$ cat src/rtl/ifetch_if.sv
// Instruction-memory request/acknowledge bus between the fetch stage and instruction memory.
interface ifetch_if #(
  parameter int AW = 16,
  parameter int IW = 16
);
  logic          imem_req_out;
  logic [AW-1:0] imem_addr_out;
  logic          imem_ack_in;
  logic [IW-1:0] imem_rdata_in;

  modport master (
    output imem_req_out,
    output imem_addr_out,
    input  imem_ack_in,
    input  imem_rdata_in
  );

  modport slave (
    input  imem_req_out,
    input  imem_addr_out,
    output imem_ack_in,
    output imem_rdata_in
  );
endinterface

$ cat src/rtl/ifetch.sv
// Instruction fetch stage: PC, IR and a single-entry prefetch buffer on a req/ack memory bus.
// Define MYCPU_IFETCH_BYPASS_EN to let an IR load take the memory word in its ack cycle.
module ifetch #(
  parameter int AW = 16,
  parameter int IW = 16
) (
  input  logic          clk,
  input  logic          rst,
  input  logic [1:0]    ps_in,
  input  logic          il_in,
  input  logic [15:0]   ra_in,
  ifetch_if.master      imem,
  output logic [IW-1:0] ins_out,
  output logic [AW-1:0] pc_out,
  output logic          fetch_stall_out
);

  typedef enum logic [1:0] {
    IDLE,
    WAIT,
    FULL
  } state_t;

  state_t        st;
  logic [AW-1:0] pc;
  logic [AW-1:0] next_pc;
  logic [AW-1:0] br_off;
  logic [AW-1:0] req_addr;
  logic [IW-1:0] ir;
  logic [IW-1:0] pf_buf;
  logic          stale;
  logic          pc_change;
  logic          ack_ok;
  logic          bypass;

  // Branch offset is the split 6-bit field {IR[8:6], IR[2:0]}, sign-extended.
  assign br_off = {{(AW-6){ir[8]}}, ir[8:6], ir[2:0]};

  always_comb begin
    next_pc = pc;
    case (ps_in)
      2'b00:   next_pc = pc;
      2'b01:   next_pc = pc + AW'(1);
      2'b10:   next_pc = pc + br_off;
      2'b11:   next_pc = AW'(ra_in);
      default: next_pc = pc;
    endcase
  end

  assign pc_change = (next_pc != pc);
  assign ack_ok    = (st == WAIT) && imem.imem_ack_in;

`ifdef MYCPU_IFETCH_BYPASS_EN
  assign bypass = il_in && ack_ok && !stale && !pc_change;
`else
  assign bypass = 1'b0;
`endif

  assign fetch_stall_out     = il_in && (st != FULL) && !bypass;
  assign imem.imem_req_out   = (st == WAIT);
  assign imem.imem_addr_out  = req_addr;
  assign ins_out             = ir;
  assign pc_out              = pc;

  always_ff @(posedge clk or posedge rst) begin
    if (rst) begin
      pc <= '0;
      ir <= '0;
    end else begin
      pc <= next_pc;
      // IR takes the old buffer even when the PC moves this cycle.
      if (il_in && (st == FULL)) begin
        ir <= pf_buf;
      end else if (bypass) begin
        ir <= imem.imem_rdata_in;
      end
    end
  end

  // A word requested for a PC that has since moved is dropped and refetched.
  always_ff @(posedge clk or posedge rst) begin
    if (rst) begin
      st       <= IDLE;
      stale    <= 1'b0;
      pf_buf   <= '0;
      req_addr <= '0;
    end else begin
      case (st)
        IDLE: begin
          req_addr <= next_pc;
          st       <= WAIT;
        end
        WAIT: begin
          if (ack_ok) begin
            if (stale || pc_change) begin
              stale <= 1'b0;
              st    <= IDLE;
            end else begin
              pf_buf <= imem.imem_rdata_in;
              st     <= FULL;
            end
          end else if (pc_change) begin
            stale <= 1'b1;
          end
        end
        FULL: begin
          if (pc_change) begin
            st <= IDLE;
          end
        end
        default: st <= IDLE;
      endcase
    end
  end

endmodule

$ cat src/flat_wrapper.sv
// flat-port wrapper written by rule: the top's interface ports become plain ports
module ifetch_flat 
#(
  parameter int AW = 16,
  parameter int IW = 16
)
  (clk, rst, ps_in, il_in, ra_in, ins_out, pc_out, fetch_stall_out, imem_imem_req_out, imem_imem_addr_out, imem_imem_ack_in, imem_imem_rdata_in);
  ifetch_if #(.AW(AW), .IW(IW)) imem_i ();
  input  logic clk;
  input  logic rst;
  input  logic [1:0] ps_in;
  input  logic il_in;
  input  logic [15:0] ra_in;
  output logic [IW-1:0] ins_out;
  output logic [AW-1:0] pc_out;
  output logic fetch_stall_out;
  output wire logic [$bits(imem_i.imem_req_out)-1:0] imem_imem_req_out;
  output wire logic [$bits(imem_i.imem_addr_out)-1:0] imem_imem_addr_out;
  input wire logic [$bits(imem_i.imem_ack_in)-1:0] imem_imem_ack_in;
  input wire logic [$bits(imem_i.imem_rdata_in)-1:0] imem_imem_rdata_in;
  assign imem_imem_req_out = imem_i.imem_req_out;
  assign imem_imem_addr_out = imem_i.imem_addr_out;
  assign imem_i.imem_ack_in = imem_imem_ack_in;
  assign imem_i.imem_rdata_in = imem_imem_rdata_in;
  ifetch #(.AW(AW), .IW(IW)) u_core (.clk(clk), .rst(rst), .ps_in(ps_in), .il_in(il_in), .ra_in(ra_in), .imem(imem_i), .ins_out(ins_out), .pc_out(pc_out), .fetch_stall_out(fetch_stall_out));
endmodule
$ cat config.mk
export PLATFORM = sky130hd
export DESIGN_NAME = ifetch_flat
export DESIGN_NICKNAME = d
export VERILOG_FILES = /design/src/rtl/ifetch_if.sv /design/src/rtl/ifetch.sv /design/src/flat_wrapper.sv
export SDC_FILE = /design/constraint.sdc
export NUM_CORES = 1
export LEC_CHECK = 0
export CORE_MARGIN = 5
export CORE_UTILIZATION = 60
export CTS_CLUSTER_DIAMETER = 100
export DETAILED_ROUTE_END_ITERATION = 7
export DONT_BUFFER_PORTS = 1
export GPL_TIMING_DRIVEN = 0
export PLACE_DENSITY = 0.87
export SETUP_SLACK_MARGIN = 0.05
export SYNTH_ARGS = -nofsm -noshare
export SYNTH_HDL_FRONTEND = slang
export SYNTH_SLANG_ARGS = --single-unit
$ cat constraint.sdc
create_clock -name clk -period 4.95 [get_ports clk]
set_input_delay 0.7425 -clock clk [delete_from_list [all_inputs] [get_ports clk]]
set_output_delay 0.7425 -clock clk [all_outputs]
set_load 0.01 [all_outputs]
==> results.md <==
* Drt drc at 0
* Cell area after synthesis at 3988 um^2
* P_sw at 0.0006416 W
* TritonCTS Buffers at 9
* Mapped Nets at 440
* Placed Area at 4104 um^2
* Mapped Avg Cell Area at 10.15 um^2
* Setup Viol. Count Final at 0
* Tcrit/Tclk final at 0.9169
* Post-synth top flop: dfrtp_1
* Drt pass-1 iters at 6
* Hold crit path type: in2async
* Sequential power share at 0.482
* Netlist cell types at 60
* Crit-path max FO at 10
* Combinational Power Share at 0.260
* Critical path startpoint category: primary input
* Detail Route Antenna Nets at 0
* Largest net degree at the start of global routing at 44
* Overflow after GRT at 0
* Internal power at 0.001178 W
* Rows at 29
* Util after Layout at 0.6711
* Reg-to-Reg Start: u_core.ins_out[0]$_DFFE_PP0P_
* Worst Path Arrival at 4760 ps
* Final min period at 4539 ps
* Wire length per cell at 21.90 um
* Pwr dens at 422.2 nW/um^2
* Peak supply drop at 0.3866 mV
* Placer Congestion at 0.9740
* Area used by multi-input combinational logic at 2106 um^2
* RSZ-0062 raised after global routing: no
* Global-route wire length before repair at 17,030 um
* N_diodes at 0
* Die area at 8376 um^2
* Vias per cell at 6.645
* Register clock-pin slew on the reported worst setup and hold paths at 80 ps
* Vias at 3,236
* IO Pins at 88
* Commonest cells after routing, fill and taps aside: dfrtp_1, mux2_2, nand2_1, nor2_1, a21oi_1
* Final Instance Area at 4310 um^2
* R2r setup slk at 770 ps
* GR Util All Layers at 0.2592
* Leak pwr at 1.925 nW
* Nature of the critical path endpoint: flip-flop
* Worst slack, placed at 143.6 ps
* Post-synth EDFFs at 0
* Worst rel slew slack at 0.5935
* Post-CTS Hold Buffers at 0
* Initial antenna violation count at 0
* Layout cell share with drive strength beyond 1 at 0.2317
* Post-CTS setup buffer count at 0
* Status: completed
* RR Endpoint: u_core.pf_buf[2]$_DFFE_PP0P_
* 1st-iter DRT viols at 248
* Total Neg Setup Slack at 0 ps
* Switching Fraction at 0.3525
* Setup ws final at 411.4 ps
* IO Port Bufs at 0
* Total Wirelength at 10,670 um
* Clk buf depth at 2
* Initial Util at 0.6209
* Area occupied by registers at 1677 um^2
* Post-CTS sizing at 0
* Clk_skew at 8.115 ps
* Sequential share of the synthesized area at 0.4205
* Worst r2r path cells at 14
* YS warnings at 0
* Max-Cap Viols at 0
* Worst Path Required at 5170 ps
* Slew @ Worst Pin at 609.8 ps
* Final #Nets at 452
* Clk sink count at 67
* Die height at 91.52 um
* CTS tree: done
* H-tree level count at 3
* Commonest non-fill, non-tap cell in the layout: dfrtp_1
* Die X at 91.52 um
* Final hold violations at 0
* Syn Inst Count at 393
* Vias in the first global route at 3,341
* Worst-skew pair later-pin latency at 340 ps
* #FFs+latches synth at 67
* DP HPWL at 7988 um
* Fillers at 498
* Clock share of power at 0.259
* Fmax at 220.3 MHz
* CORE AREA at 6422 um^2
* Root buffer cell: clkbuf_8
* Share of async-settable or async-resettable flops after synthesis at 1.000
* Setup CP Type: in2reg
* Fin. max-slew vios at 0
* Area growth from synthesis to layout at 8.095%
worst max path at each step:
stage                   from  cells past startpoint  slack [ps]                            to
floorplan           ps_in[0]                     14         810  u_core.pf_buf[0]$_DFFE_PP0P_
global placement    ps_in[0]                     16         160  u_core.pf_buf[4]$_DFFE_PP0P_
finish              ps_in[0]                     16         410  u_core.pf_buf[2]$_DFFE_PP0P_
global route        ps_in[0]                     16         210  u_core.pf_buf[2]$_DFFE_PP0P_
CTS                 ps_in[0]                     16         460  u_core.pf_buf[2]$_DFFE_PP0P_
detailed placement  ps_in[0]                     16         140  u_core.pf_buf[4]$_DFFE_PP0P_
sequential cells by signal, indices dropped and copies added (netlist names):
signal and flops:
u_core.ins_out 16, u_core.pc_out 16, u_core.st 2, u_core.pf_buf 16, u_core.imem.imem_addr_out 16, u_core.stale 1
logic make-up (layout without fill, tap and decap cells):
family	Yosys count	in the layout	synth area share
fa+ha+maj	9	9	0.03012
simple gates	120	120	0.1459
xor+xnor	7	7	0.01538
buf+inv	44	61	0.05146
flops	67	67	0.4205
mux	60	60	0.1776
compound gates	86	86	0.1591
cell type report:
class,instances,area share
multi-input combinational,282,0.4885
clock inverter,7,0.01916
sequential,67,0.3890
buffer,25,0.03106
tap,77,0.02235
inverter,19,0.01655
timing repair buffer,1,0.004644
clock buffer,9,0.02874
power groups by stage:
stage | combinational [W] | clock [W] | sequential, W
after global placement | 0.000447 | 0 | 0.000876
final | 0.000472 | 0.000471 | 0.000876
after CTS | 0.000468 | 0.000483 | 0.000878
after detailed placement | 0.000467 | 0 | 0.000885
after global routing | 0.000516 | 0.000513 | 0.000897
after floorplan | 0.000383 | 0 | 0.000836
cells in the mapped netlist, types with 3 or more instances:
library cell	number	area share
or3_1	4	0.0063
o22ai_1	5	0.0078
mux2i_1	7	0.018
a211oi_1	4	0.0075
nand2b_1	4	0.0063
o211ai_1	5	0.0094
xor2_1	3	0.0066
a22o_1	4	0.0088
nand3_1	15	0.019
nor3_1	10	0.013
ha_1	8	0.025
a21o_1	4	0.0075
a21oi_1	22	0.028
o21ai_0	8	0.010
o221ai_1	7	0.015
and2_1	5	0.0078
nor2_1	24	0.023
dfrtp_1	67	0.42
and3_1	4	0.0063
nand2_1	37	0.035
nor4_1	3	0.0047
mux2_2	42	0.12
buf_2	10	0.013
xnor2_1	4	0.0088
clkbuf_1	12	0.011
nor2b_1	4	0.0063
inv_1	18	0.017
mux2_4	11	0.041
nand4_1	4	0.0063
per-stage QoR:
step,instances,hold slack [ps],total power [W]
global route,487,335.6,0.001926
CTS,487,321.9,0.001829
finish,487,315.0,0.001820
global placement,470,448.9,0.001323
floorplan,393,436.2,0.001219
detailed placement,471,459.5,0.001351
routing by layer:
metal | global-route usage | vias up | share of wire
met5 | 0 | - | 0
met3 | 0.1091 | 34 | 0.12
met1 | 0.3088 | 1538 | 0.38
li1 | - | 1457 | -
met4 | 0.1093 | 0 | 0.031
met2 | 0.4121 | 207 | 0.47
worst max-delay path, stage by stage:
cell and delay (ps):
inv_1 70, ha_1 380, nand2b_1 160, ha_1 260
inv_1 90, fa_1 190, nand2b_1 170, a21oi_1 110
nor2_1 440, mux2i_1 340, nand3b_1 160, nand4_1 90
or4_4 590, o31ai_4 450, buf_12 210, mux2_4 300
Power figures use the tool's default switching activity.
